$ cat src/rtl/hazard_scoreboard.sv
// Register-hazard scoreboard at the ID->EX issue point: per-register wait timers and
// result ages produce the issue stall and the forwarding-source select for each operand.
module hazard_scoreboard #(
  parameter  int NREGS       = 32,
  parameter  int MAX_LATENCY = 4,
  parameter  int FWD_DEPTH   = 2,
  localparam int RA_W        = $clog2(NREGS),
  localparam int LAT_W       = $clog2(MAX_LATENCY + 1),
  localparam int SEL_W       = $clog2(FWD_DEPTH + 2)
) (
  input  logic             clk,
  input  logic             rst,
  input  logic             issue_valid,
  input  logic             issue_regwrite,
  input  logic [RA_W-1:0]  issue_rd,
  input  logic [LAT_W-1:0] issue_latency,
  input  logic [RA_W-1:0]  issue_rs1,
  input  logic [RA_W-1:0]  issue_rs2,
  input  logic             issue_rs1_used,
  input  logic             issue_rs2_used,
  input  logic             flush,
  output logic             issue_ready,
  output logic             issue_fire,
  output logic             stall,
  output logic [SEL_W-1:0] fwd_sel_rs1,
  output logic [SEL_W-1:0] fwd_sel_rs2,
  output logic [NREGS-1:0] busy_mask
);

  localparam logic [SEL_W-1:0] AGE_MAX = SEL_W'(FWD_DEPTH + 1);
  localparam logic [SEL_W-1:0] AGE_FWD = SEL_W'(FWD_DEPTH);
  localparam logic [LAT_W-1:0] LAT_MAX = LAT_W'(MAX_LATENCY);

  logic [LAT_W-1:0] r_t      [NREGS];
  logic [SEL_W-1:0] r_a      [NREGS];
  logic [LAT_W-1:0] w_t_next [NREGS];
  logic [SEL_W-1:0] w_a_next [NREGS];

  logic             w_haz_rs1;
  logic             w_haz_rs2;
  logic             w_write;
  logic [LAT_W-1:0] w_lat;

  // An age inside 1..FWD_DEPTH names the post-EX register holding the youngest value.
  function automatic logic [SEL_W-1:0] pick_sel(input logic            used,
                                                input logic [RA_W-1:0] rs,
                                                input logic [SEL_W-1:0] age);
    logic [SEL_W-1:0] sel;
    sel = '0;
    if (used && (rs != '0) && (age != '0) && (age <= AGE_FWD)) begin
      sel = age;
    end
    return sel;
  endfunction

  always_comb begin
    w_haz_rs1   = issue_rs1_used && (issue_rs1 != '0) && (r_t[issue_rs1] != '0);
    w_haz_rs2   = issue_rs2_used && (issue_rs2 != '0) && (r_t[issue_rs2] != '0);
    fwd_sel_rs1 = pick_sel(issue_rs1_used, issue_rs1, r_a[issue_rs1]);
    fwd_sel_rs2 = pick_sel(issue_rs2_used, issue_rs2, r_a[issue_rs2]);
  end

  assign issue_ready = !w_haz_rs1 && !w_haz_rs2;
  assign issue_fire  = issue_valid && issue_ready && !flush;
  assign stall       = issue_valid && !issue_ready && !flush;
  assign w_write     = issue_fire && issue_regwrite && (issue_rd != '0);

  always_comb begin
    w_lat = issue_latency;
    if (issue_latency == '0) begin
      w_lat = LAT_W'(1);
    end else if (issue_latency > LAT_MAX) begin
      w_lat = LAT_MAX;
    end
  end

  // A fresh write replaces the entry outright, so WAW always tracks the youngest producer.
  always_comb begin
    for (int r = 0; r < NREGS; r++) begin
      w_t_next[r] = (r_t[r] != '0) ? (r_t[r] - LAT_W'(1)) : '0;
      w_a_next[r] = (r_a[r] == AGE_MAX) ? AGE_MAX : (r_a[r] + SEL_W'(1));
      if (r == 0) begin
        w_t_next[r] = '0;
        w_a_next[r] = AGE_MAX;
      end else if (w_write && (issue_rd == RA_W'(r))) begin
        w_t_next[r] = w_lat - LAT_W'(1);
        w_a_next[r] = SEL_W'(1);
      end
    end
  end

  always_ff @(posedge clk) begin
    for (int r = 0; r < NREGS; r++) begin
      if (rst) begin
        r_t[r] <= '0;
        r_a[r] <= AGE_MAX;
      end else begin
        r_t[r] <= w_t_next[r];
        r_a[r] <= w_a_next[r];
      end
    end
  end

  generate
    for (genvar gi = 0; gi < NREGS; gi++) begin : g_busy
      assign busy_mask[gi] = (r_t[gi] != '0);
    end
  endgenerate

endmodule

$ cat config.mk
export PLATFORM = sky130hd
export DESIGN_NAME = hazard_scoreboard
export DESIGN_NICKNAME = d
export VERILOG_FILES = /design/src/rtl/hazard_scoreboard.sv
export SDC_FILE = /design/constraint.sdc
export NUM_CORES = 1
export LEC_CHECK = 0
export ABC_AREA = 1
export CORE_AREA = 5 5 142 144
export CTS_CLUSTER_SIZE = 8
export DETAILED_ROUTE_END_ITERATION = 6
export DIE_AREA = 0 0 147 149
export PLACE_DENSITY = 0.82
export SYNTH_ARGS = -nofsm -noshare
export SYNTH_HDL_FRONTEND = slang
export SYNTH_SLANG_ARGS = --single-unit
$ cat constraint.sdc
create_clock -name clk -period 2.63 [get_ports clk]
set_input_delay 0.3945 -clock clk [delete_from_list [all_inputs] [get_ports clk]]
set_output_delay 0.3945 -clock clk [all_outputs]
set_load 0.03 [all_outputs]
=== After elaboration in Yosys (flattened, before gate mapping) ===
Memories as Yosys holds them, arrays and structs flattened.
Index checks and enable logic that the tools add are counted.
W data, S select, Z words.

* $add $sub $neg: 63
* Order comparisons: 3
* Equal/unequal tests: 62
* Mux-type cells: 195
* Bitwise operators: 64
* Reductions and logical operators: 90

{| class="wikitable"
|+ Operators with widths
! cell !! count
|-
| $mux W3 || 96
|-
| $mux W2 || 96
|-
| $reduce_bool A3 Y1 || 34
|-
| $sub A3 B1 Y3 const B || 32
|-
| $eq A5 B5 Y1 const B || 16
|-
| $or A1 B1 Y1 || 64
|-
| $add A2 B1 Y2 const B || 31
|-
| $eq A2 B2 Y1 const B || 31
|-
| $logic_and A1 B1 Y1 || 46
|-
| $eq A5 B4 Y1 const B || 8
|-
| $eq A5 B3 Y1 const B || 4
|-
| $reduce_bool A5 Y1 || 3
|-
| $eq A5 B2 Y1 const B || 2
|-
| $eq A5 B1 Y1 const B || 1
|-
| $le A2 B2 Y1 const B || 2
|-
| $logic_not A1 Y1 || 4
|-
| $reduce_bool A2 Y1 || 2
|-
| $gt A3 B3 Y1 const B || 1
|-
| $logic_not A3 Y1 || 1
|-
| $mux W1 || 3
|}

* Flip-flop bits (word level): 0
* Memory bits (writable): 160
* Bits of input ports: 25
* Output and inout port bits: 39
* Word-level logic and storage cells: 479
* Memories kept: 2

{| class="wikitable"
|+ Memories
! name !! depth !! width !! read ports !! clocked after Yosys merged registers in !! write ports !! line !! source
|-
| r_t || 32 || 3 || 34 || 0 || 32 || 34 || <nowiki>logic [LAT_W-1:0] r_t [NREGS];</nowiki>
|-
| r_a || 32 || 2 || 33 || 0 || 32 || 35 || <nowiki>logic [SEL_W-1:0] r_a [NREGS];</nowiki>
|}

=== Logic depth before layout (Yosys ltp) ===
Gate-level depths: netlist of the first run.

* Depth in word-level cells: 12
* Gate-level depth with buffers: 20
* Mapped depth without buffers: 18

=== Worst setup path before layout of the first run ===
Ideal clock, no wire load.

* Path kind: input port to output port
* From: input issue_rs2[1]
* To: output fwd_sel_rs2[1]
* Arrival time: 2219 ps
* Required time: 2236 ps
* Setup slack: 17 ps
* Stages: 10
* Path buffers: 2
* Path through: buf_4 > nor2_8 > inv_2 > clkbuf_1 > nor2_1 > a2111oi_0 > o21ai_0 > nand3_1 > nand2_1 > nor3_1

* Cells in the longest elaborated chain, start to end: 5
* Elaborated cells on any way between the ends: 8
* Classes of those cells: 1 x order compare; 1 x mux; 5 x reduce/logical; 1 x memory

{| class="wikitable"
|+ Ends and longest elaborated chain
! what !! line !! source
|-
| from (decl) || 18 || <nowiki>input logic [RA_W-1:0] issue_rs2,</nowiki>
|-
| branches (longest 4 deep; another with $mem_v2 Z32 W2) || - ||
|-
| $mux W2 * || 50 || <nowiki>if (used && (rs != '0) && (age != '0) && (age <= AGE_FWD)) begin</nowiki>
|-
| to (decl) || 26 || <nowiki>output logic [SEL_W-1:0] fwd_sel_rs2,</nowiki>
|}

Every way passes the cells marked *.

=== Final worst setup path of the first run ===
* From: input issue_rs2[0]
* To: output fwd_sel_rs2[1]

Same word-level chain as after synthesis.

==> results.sh, run 1 <==
export IMPL_drt_vias_per_instance=5.66
export IMPL_p_sw_mw=1.64
export IMPL_transition_at_the_pin_with_the_smallest_max_transition_slack_ns=0.530
export IMPL_max_slew_margin_rel=0.644
export IMPL_worstSetupStartpointType="input pin"
export IMPL_worstSetupEndpointType="output port"
export IMPL_globalplace_congestion=0.971
export IMPL_globalRouteOverflowTotal=0
export IMPL_num_fill_cells=1573
export IMPL_static_leakage_power_nw=6.58
export IMPL_timing_hold_worst_class="flip-flop to flip-flop"
export IMPL_timing_final_setup_violations=0
export IMPL_fraction_of_the_mapped_netlist_area_in_adder_cells=0.0782
export IMPL_syn_area_per_cell_um2=6.36
export IMPL_report_final_hold_viol_count=0
export IMPL_power_share_combinational=0.162
export IMPL_die_height_um=149
export IMPL_finalPower_mw=5.84
export IMPL_clock_latency_ns=0.44
export IMPL_synth_top_family_by_area="simple AND/OR/NAND/NOR gates"
export IMPL_cts_buffer_depth=2
export IMPL_crit_path_end="fwd_sel_rs2[1]"
export IMPL_cts_root_buffer_cell="clkbuf_16"
export IMPL_postSynthRegisterBits=155
export IMPL_crit_fanout=7
export IMPL_ys_warn_count=0
export IMPL_grt_first_pass_wirelength_um=55000
export IMPL_global_route_usage_total=0.315
export IMPL_timing_fmax_ghz=0.389
export IMPL_cts_hold_buffers=0
export IMPL_cts_tree="done"
export IMPL_fp_dieArea_um2=21900
export IMPL_post_drt_wl_per_cell_um=18.0
export IMPL_critPathKind="input pin to output port"
export IMPL_antenna_violating_nets_post_route=0
export IMPL_synth_simple_gate_area_share=0.387
export IMPL_power_ir_vdd_worst_mv=0.418
export IMPL_synth_compound_area_share=0.111
export IMPL_run_status="finished with violations"
export IMPL_synth_top_cell_by_area="dfxtp_1"
export IMPL_period_utilization=0.977
export IMPL_syn_to_final_growth_pct=27.1
export IMPL_post_synth_main_area_contributors="dfxtp_1 (31%), nor2_1 (13%), nand2_1 (12%)"
export IMPL_num_antenna_cells=0
export IMPL_drv_cap=0
export IMPL_floorplan_io_pins=64
export IMPL_start_util=0.542
export IMPL_number_of_iterations_in_the_first_detailed_routing_pass=7
export IMPL_antenna_found_initial=0
export IMPL_synth_sequential_area_ratio=0.308
export IMPL_core_region_area_um2=18600
export IMPL_tns_ns=0
export IMPL_initialDrtViolationCount=1161
export IMPL_power_density_cell_area_nw_per_um2=456
export IMPL_r2r_slack_ns=0.22
export IMPL_io_buffer_count=62
export IMPL_synthDominantCellAreaShare=0.308
export IMPL_worst_endpoint_required_ns=2.24
export IMPL_post_synth_instance_area_um2=10100
export IMPL_pin_count_of_the_biggest_net_entering_global_routing=75
export IMPL_worst_r2r_path_depth=16
export IMPL_synth_area_mux_share=0
export IMPL_fin_util=0.689
export IMPL_violations="DRC"
export IMPL_via_count_of_the_first_global_routing_pass=10413
export IMPL_switching_share=0.281
export IMPL_routed_wirelength_um=35300
export IMPL_layout_cells_most_common="nor2_1"
export IMPL_cts_buffers_inserted=17
export IMPL_share_of_post_route_cells_with_drive_strength_above_1=0.157
export IMPL_synth_xor_area_share=0.000869
export IMPL_htree_num_levels=4
export IMPL_die_w_um=147
export IMPL_setup_worst_path_start="issue_rs2[0]"
export IMPL_total_via_count_after_detailed_routing=11128
export IMPL_finish_net_count=1808
export IMPL_worst_ep_arrival_time_ns=2.18
export IMPL_reg2reg_from="r_t[15][1]"
export IMPL_synth_fp_nets=1672
export IMPL_clkSinkCount=155
export IMPL_route_detailed_drc=2
export IMPL_clkSlewWorstSetupHoldPaths_ns=0.06
export IMPL_std_cell_rows=50
export IMPL_dp_hpwl_um=25500
export IMPL_fin_skew_ns=0.00917
export IMPL_reg2reg_to="r_a[6][1]"
export IMPL_top_library_cells_by_usage_in_the_layout_fill_and_taps_aside="nor2_1 (339), nand2_1 (318), inv_1 (205)"
export IMPL_internal_power_mw=4.20
export IMPL_report_final_slew_viol_count=0
export IMPL_power_sequential_fraction=0.404
export IMPL_synth_cell_type_count=39
export IMPL_pwr_share_clk=0.434
export IMPL_synth_cells=1584
export IMPL_timing_final_crit_period_ns=2.57
==> stage by stage <==
stage	cell area (um^2)	setup slack, ns	hold WS, ns	cells
after floorplan	10100	0.0169	0.395	1584
after global placement	11700	-0.530	0.407	1921
after detailed placement	11700	-0.582	0.409	1921
after CTS	12600	0.00770	0.423	1962
after global routing	12800	-0.0172	0.464	1966
final	12800	0.0605	0.424	1966
==> power groups by stage <==
stage	clock (mW)	sequential, mW	combinational [mW]
detailed placement	0	2.41	0.843
CTS	2.54	2.36	0.896
finish	2.54	2.36	0.949
global placement	0	2.41	0.834
global route	2.64	2.36	0.998
floorplan	0	2.41	0.441
==> routing by layer <==
layer	wire length (um)	up-vias	track usage
met2	15900	529	0.516
met4	1750	0	0.142
li1	-	5334	-
met3	2920	124	0.0635
met1	14700	5141	0.404
met5	0	-	0
==> worst min-delay path by stage <==
stage | from | depth (start not counted) | slack, ns | to
floorplan | r_a[13][0] | 1 | 0.39 | r_a[13][0]
global placement | r_a[3][0] | 1 | 0.41 | r_a[3][0]
detailed placement | r_a[3][0] | 1 | 0.41 | r_a[3][0]
CTS | r_a[3][0] | 1 | 0.42 | r_a[3][0]
global route | r_a[3][0] | 1 | 0.46 | r_a[3][0]
finish | r_a[3][0] | 1 | 0.42 | r_a[3][0]
==> flip-flops by register name, summed over array words and instances, names as in the netlist <==
signal and count:
r_a 62, r_t 93
==> cells in the mapped netlist, drive strengths merged <==
cell,count
o22ai,10
xor2,1
a211oi,7
a2111oi,3
o21ai,81
inv,215
and3,1
nor2,362
nor3,26
o2111ai,2
clkbuf,39
nor4,3
buf,34
conb,1
a221oi,5
dfxtp,155
ha,63
a31oi,20
nand4,60
nand2,332
o211ai,6
o221ai,7
o31ai,1
a21oi,51
o41ai,2
nand3b,4
nand3,93
==> repair_timing <==
action,CTS,global route
gates resized for setup,67,60
buffers inserted,9,6
pin swaps,18,26
cloned,2,0
endpoints found under the setup margin,121,51
==> logic make-up after synthesis <==
kind of cell	after synthesis
xor gates and xnor gates	1
and+or+nand+nor	881
adders and majority gates	63
DFF	155
other	1
AOI/OAI and AO/OA	195
buffers and inverters	288
==> worst max-delay path, cell delays in order <==
cell       delay (ns)
clkbuf_4         0.18
buf_6            0.12
nor2_4           0.04
bufbuf_16        0.28
nand2_1          0.06
nand2_1          0.06
a211oi_2         0.25
o21ai_1          0.13
nand3_1          0.11
nand2_2          0.07
nor3_2           0.19
buf_4            0.16
buf_12           0.11
==> layout make-up <==
class                   count  area (um^2)  share of cell area
multi-input cells        1141         6090               0.475
flip-flops and latches    155         3110               0.243
inverters                 215          821              0.0641
repair buffers            190         1900               0.149
clock buffers              21          480              0.0375
well taps                 234          293              0.0229
clock inverters            10          115             0.00899
(Power assumes the default switching activity.)
==> inputs of run 2 (changes only) <==
--- a/config.mk
+++ b/config.mk
@@ -6,11 +6,11 @@
 export NUM_CORES = 1
 export LEC_CHECK = 0
 export ABC_AREA = 1
-export CORE_AREA = 5 5 142 144
+export CORE_AREA = 5 5 156 158
 export CTS_CLUSTER_SIZE = 8
 export DETAILED_ROUTE_END_ITERATION = 6
-export DIE_AREA = 0 0 147 149
-export PLACE_DENSITY = 0.82
+export DIE_AREA = 0 0 161 163
+export PLACE_DENSITY = 0.71
 export SYNTH_ARGS = -nofsm -noshare
 export SYNTH_HDL_FRONTEND = slang
 export SYNTH_SLANG_ARGS = --single-unit
==> run 2 against run 1 <==
- the flow now finishes without violations
- combinational power about the same
- clock skew increased by 0.0074 ns
- largest cell class unchanged
- sequential share of layout area decreased by 0.20 points
- clock-buffer cell count decreased by 4
- critical path depth decreased by 3
- via count decreased by 1.5%
- sequential cell count unchanged
- register-to-register slack improved by 0.13 ns
- maximum frequency increased by 0.76%
- die area increased by 20%
- critical endpoint is now fwd_sel_rs1[0]
==> results.sh, run 2 (synthesis results as in run 1) <==
export IMPL_worst_endpoint_required_ns=2.24
export IMPL_grt_first_pass_wirelength_um=55100
export IMPL_max_slew_margin_rel=0.656
export IMPL_final_design_area_no_fill_um2=13100
export IMPL_layout_cells_most_common="nor2_1"
export IMPL_cts_buffer_depth=2
export IMPL_fp_dieArea_um2=26200
export IMPL_static_leakage_power_nw=6.68
export IMPL_report_final_hold_viol_count=0
export IMPL_fin_skew_ns=0.0166
export IMPL_cts_root_buffer_cell="clkbuf_16"
export IMPL_clock_latency_ns=0.45
export IMPL_global_route_usage_total=0.264
export IMPL_finalPower_mw=5.96
export IMPL_share_of_post_route_cells_with_drive_strength_above_1=0.194
export IMPL_drv_cap=0
export IMPL_finish_net_count=1818
export IMPL_multi_input_area_um2=6120
export IMPL_top_library_cells_by_usage_in_the_layout_fill_and_taps_aside="nor2_1 (332), nand2_1 (311), inv_1 (191)"
export IMPL_core_region_area_um2=23000
export IMPL_dp_hpwl_um=25600
export IMPL_timing_hold_worst_class="flip-flop to flip-flop"
export IMPL_sequential_cell_area_um2=3150
export IMPL_post_drt_wl_per_cell_um=17.2
export IMPL_number_of_iterations_in_the_first_detailed_routing_pass=6
export IMPL_cts_tree="done"
export IMPL_num_fill_cells=2173
export IMPL_timing_final_setup_violations=0
export IMPL_largest_reg_flops=93
export IMPL_timing_final_crit_period_ns=2.55
export IMPL_globalRouteOverflowTotal=0
export IMPL_run_status="completed"
export IMPL_report_final_slew_viol_count=0
export IMPL_initialDrtViolationCount=1039
export IMPL_floorplan_io_pins=64
export IMPL_start_util=0.438
export IMPL_fin_util=0.569
export IMPL_worst_path_max_stage_delay_ns=0.33
export IMPL_total_via_count_after_detailed_routing=10962
export IMPL_crit_fanout=3
export IMPL_syn_to_final_growth_pct=29.7
export IMPL_via_count_of_the_first_global_routing_pass=10315
export IMPL_slowest_stage_cell_cp="o211ai_1"
export IMPL_clkSlewWorstSetupHoldPaths_ns=0.06
export IMPL_drt_vias_per_instance=5.39
export IMPL_cts_buffers_inserted=17
export IMPL_worstSetupEndpointType="output port"
export IMPL_die_w_um=161
export IMPL_routed_wirelength_um=35000
export IMPL_worstSetupStartpointType="flip-flop"
export IMPL_power_density_cell_area_nw_per_um2=456
export IMPL_num_antenna_cells=0
export IMPL_worst_ep_arrival_time_ns=2.16
export IMPL_io_buffer_count=62
export IMPL_largest_register="r_t"
export IMPL_timing_fmax_ghz=0.392
export IMPL_transition_at_the_pin_with_the_smallest_max_transition_slack_ns=0.513
export IMPL_power_ir_vdd_worst_mv=0.320
export IMPL_clkSinkCount=155
export IMPL_route_detailed_drc=0
export IMPL_biggestRegsByFlops="r_t: 93 flops, r_a: 62 flops"
export IMPL_period_utilization=0.970
export IMPL_std_cell_rows=56
export IMPL_antenna_violating_nets_post_route=0
export IMPL_globalplace_congestion=0.995
export IMPL_htree_num_levels=4
export IMPL_tns_ns=0
export IMPL_die_height_um=163
export IMPL_post_dp_cell_area_um2=11700
export IMPL_critPathKind="flip-flop to output port"
export IMPL_pin_count_of_the_biggest_net_entering_global_routing=55
export IMPL_crit_chain="inv_1, a21oi_1, o21ai_0, o221ai_1, o211ai_1, nand2_1, nand2_1, nand4_1, inv_1, buf_6"
export IMPL_antenna_found_initial=0
run 2: cell types whose count changed in the layout (fill, tap and decap cells not counted), sizes merged:
cell          delta
dlygate4sd2      -2
clkbuf           -5
bufbuf           -2
clkinv           -1
buf             +14
dlymetal6s2s     +1
bufinv           +1
inv              +5
run 2: layout make-up:
| cell class | count | share of cell area |
|---|---|---|
| well taps | 290 | 0.0278 |
| clock buffers | 17 | 0.0325 |
| repair buffers | 200 | 0.151 |
| inverters | 215 | 0.0639 |
| multi-input cells | 1141 | 0.468 |
| flip-flops and latches | 155 | 0.241 |
| clock inverters | 15 | 0.0156 |
run 2: final timing paths:
check | start | end | slack [ns] | depth (start not counted)
max | r_a[18][1] | fwd_sel_rs1[0] | 0.08 | 10
max reg2reg | r_t[14][1] | r_a[9][1] | 0.35 | 17
min | r_a[17][0] | r_a[17][0] | 0.43 | 1
min reg2reg | r_a[17][0] | r_a[17][0] | 0.43 | 1
run 2: per-stage QoR:
stage,hold WS [ns],setup WS [ns],std cells
2_1_floorplan,0.395,0.0169,1584
3_3_place_gp,0.406,-0.761,1973
3_5_place_dp,0.418,-0.796,1973
4_1_cts,0.433,0.00268,2020
5_1_grt,0.456,-0.0164,2033
6_report,0.433,0.0799,2033
run 2: power breakdown:
part           switching (mW)  internal [mW]  total [mW]  leakage (nW)
registers             0.00583           2.35        2.36          1.27
logic                   0.586          0.360       0.946          5.11
clock network            1.13           1.53        2.66         0.307
run 2: metal layers:
metal | global-route usage | vias up | part of all wire
met4 | 0.121 | 0 | 0.044
met3 | 0.0514 | 88 | 0.075
met2 | 0.427 | 458 | 0.46
met1 | 0.343 | 5062 | 0.42
li1 | - | 5354 | -
met5 | 0 | - | 0
run 2: worst max-delay path, delay by kind of cell, from the launching register on:
kind	cells	cell delay (ns)
compound gates	4	0.66
simple gates	3	0.39
buf+inv	3	0.35
flops	1	0.31
run 2: timing repair:
action                                  CTS  global route
endpoints found under the setup margin  162             7
hold endpoints to repair                  0             0
gates resized for setup                  55           141
pin swaps                                 3            31
cloned                                    1             1
buffers inserted                         14            13
hold buffers                              0             0
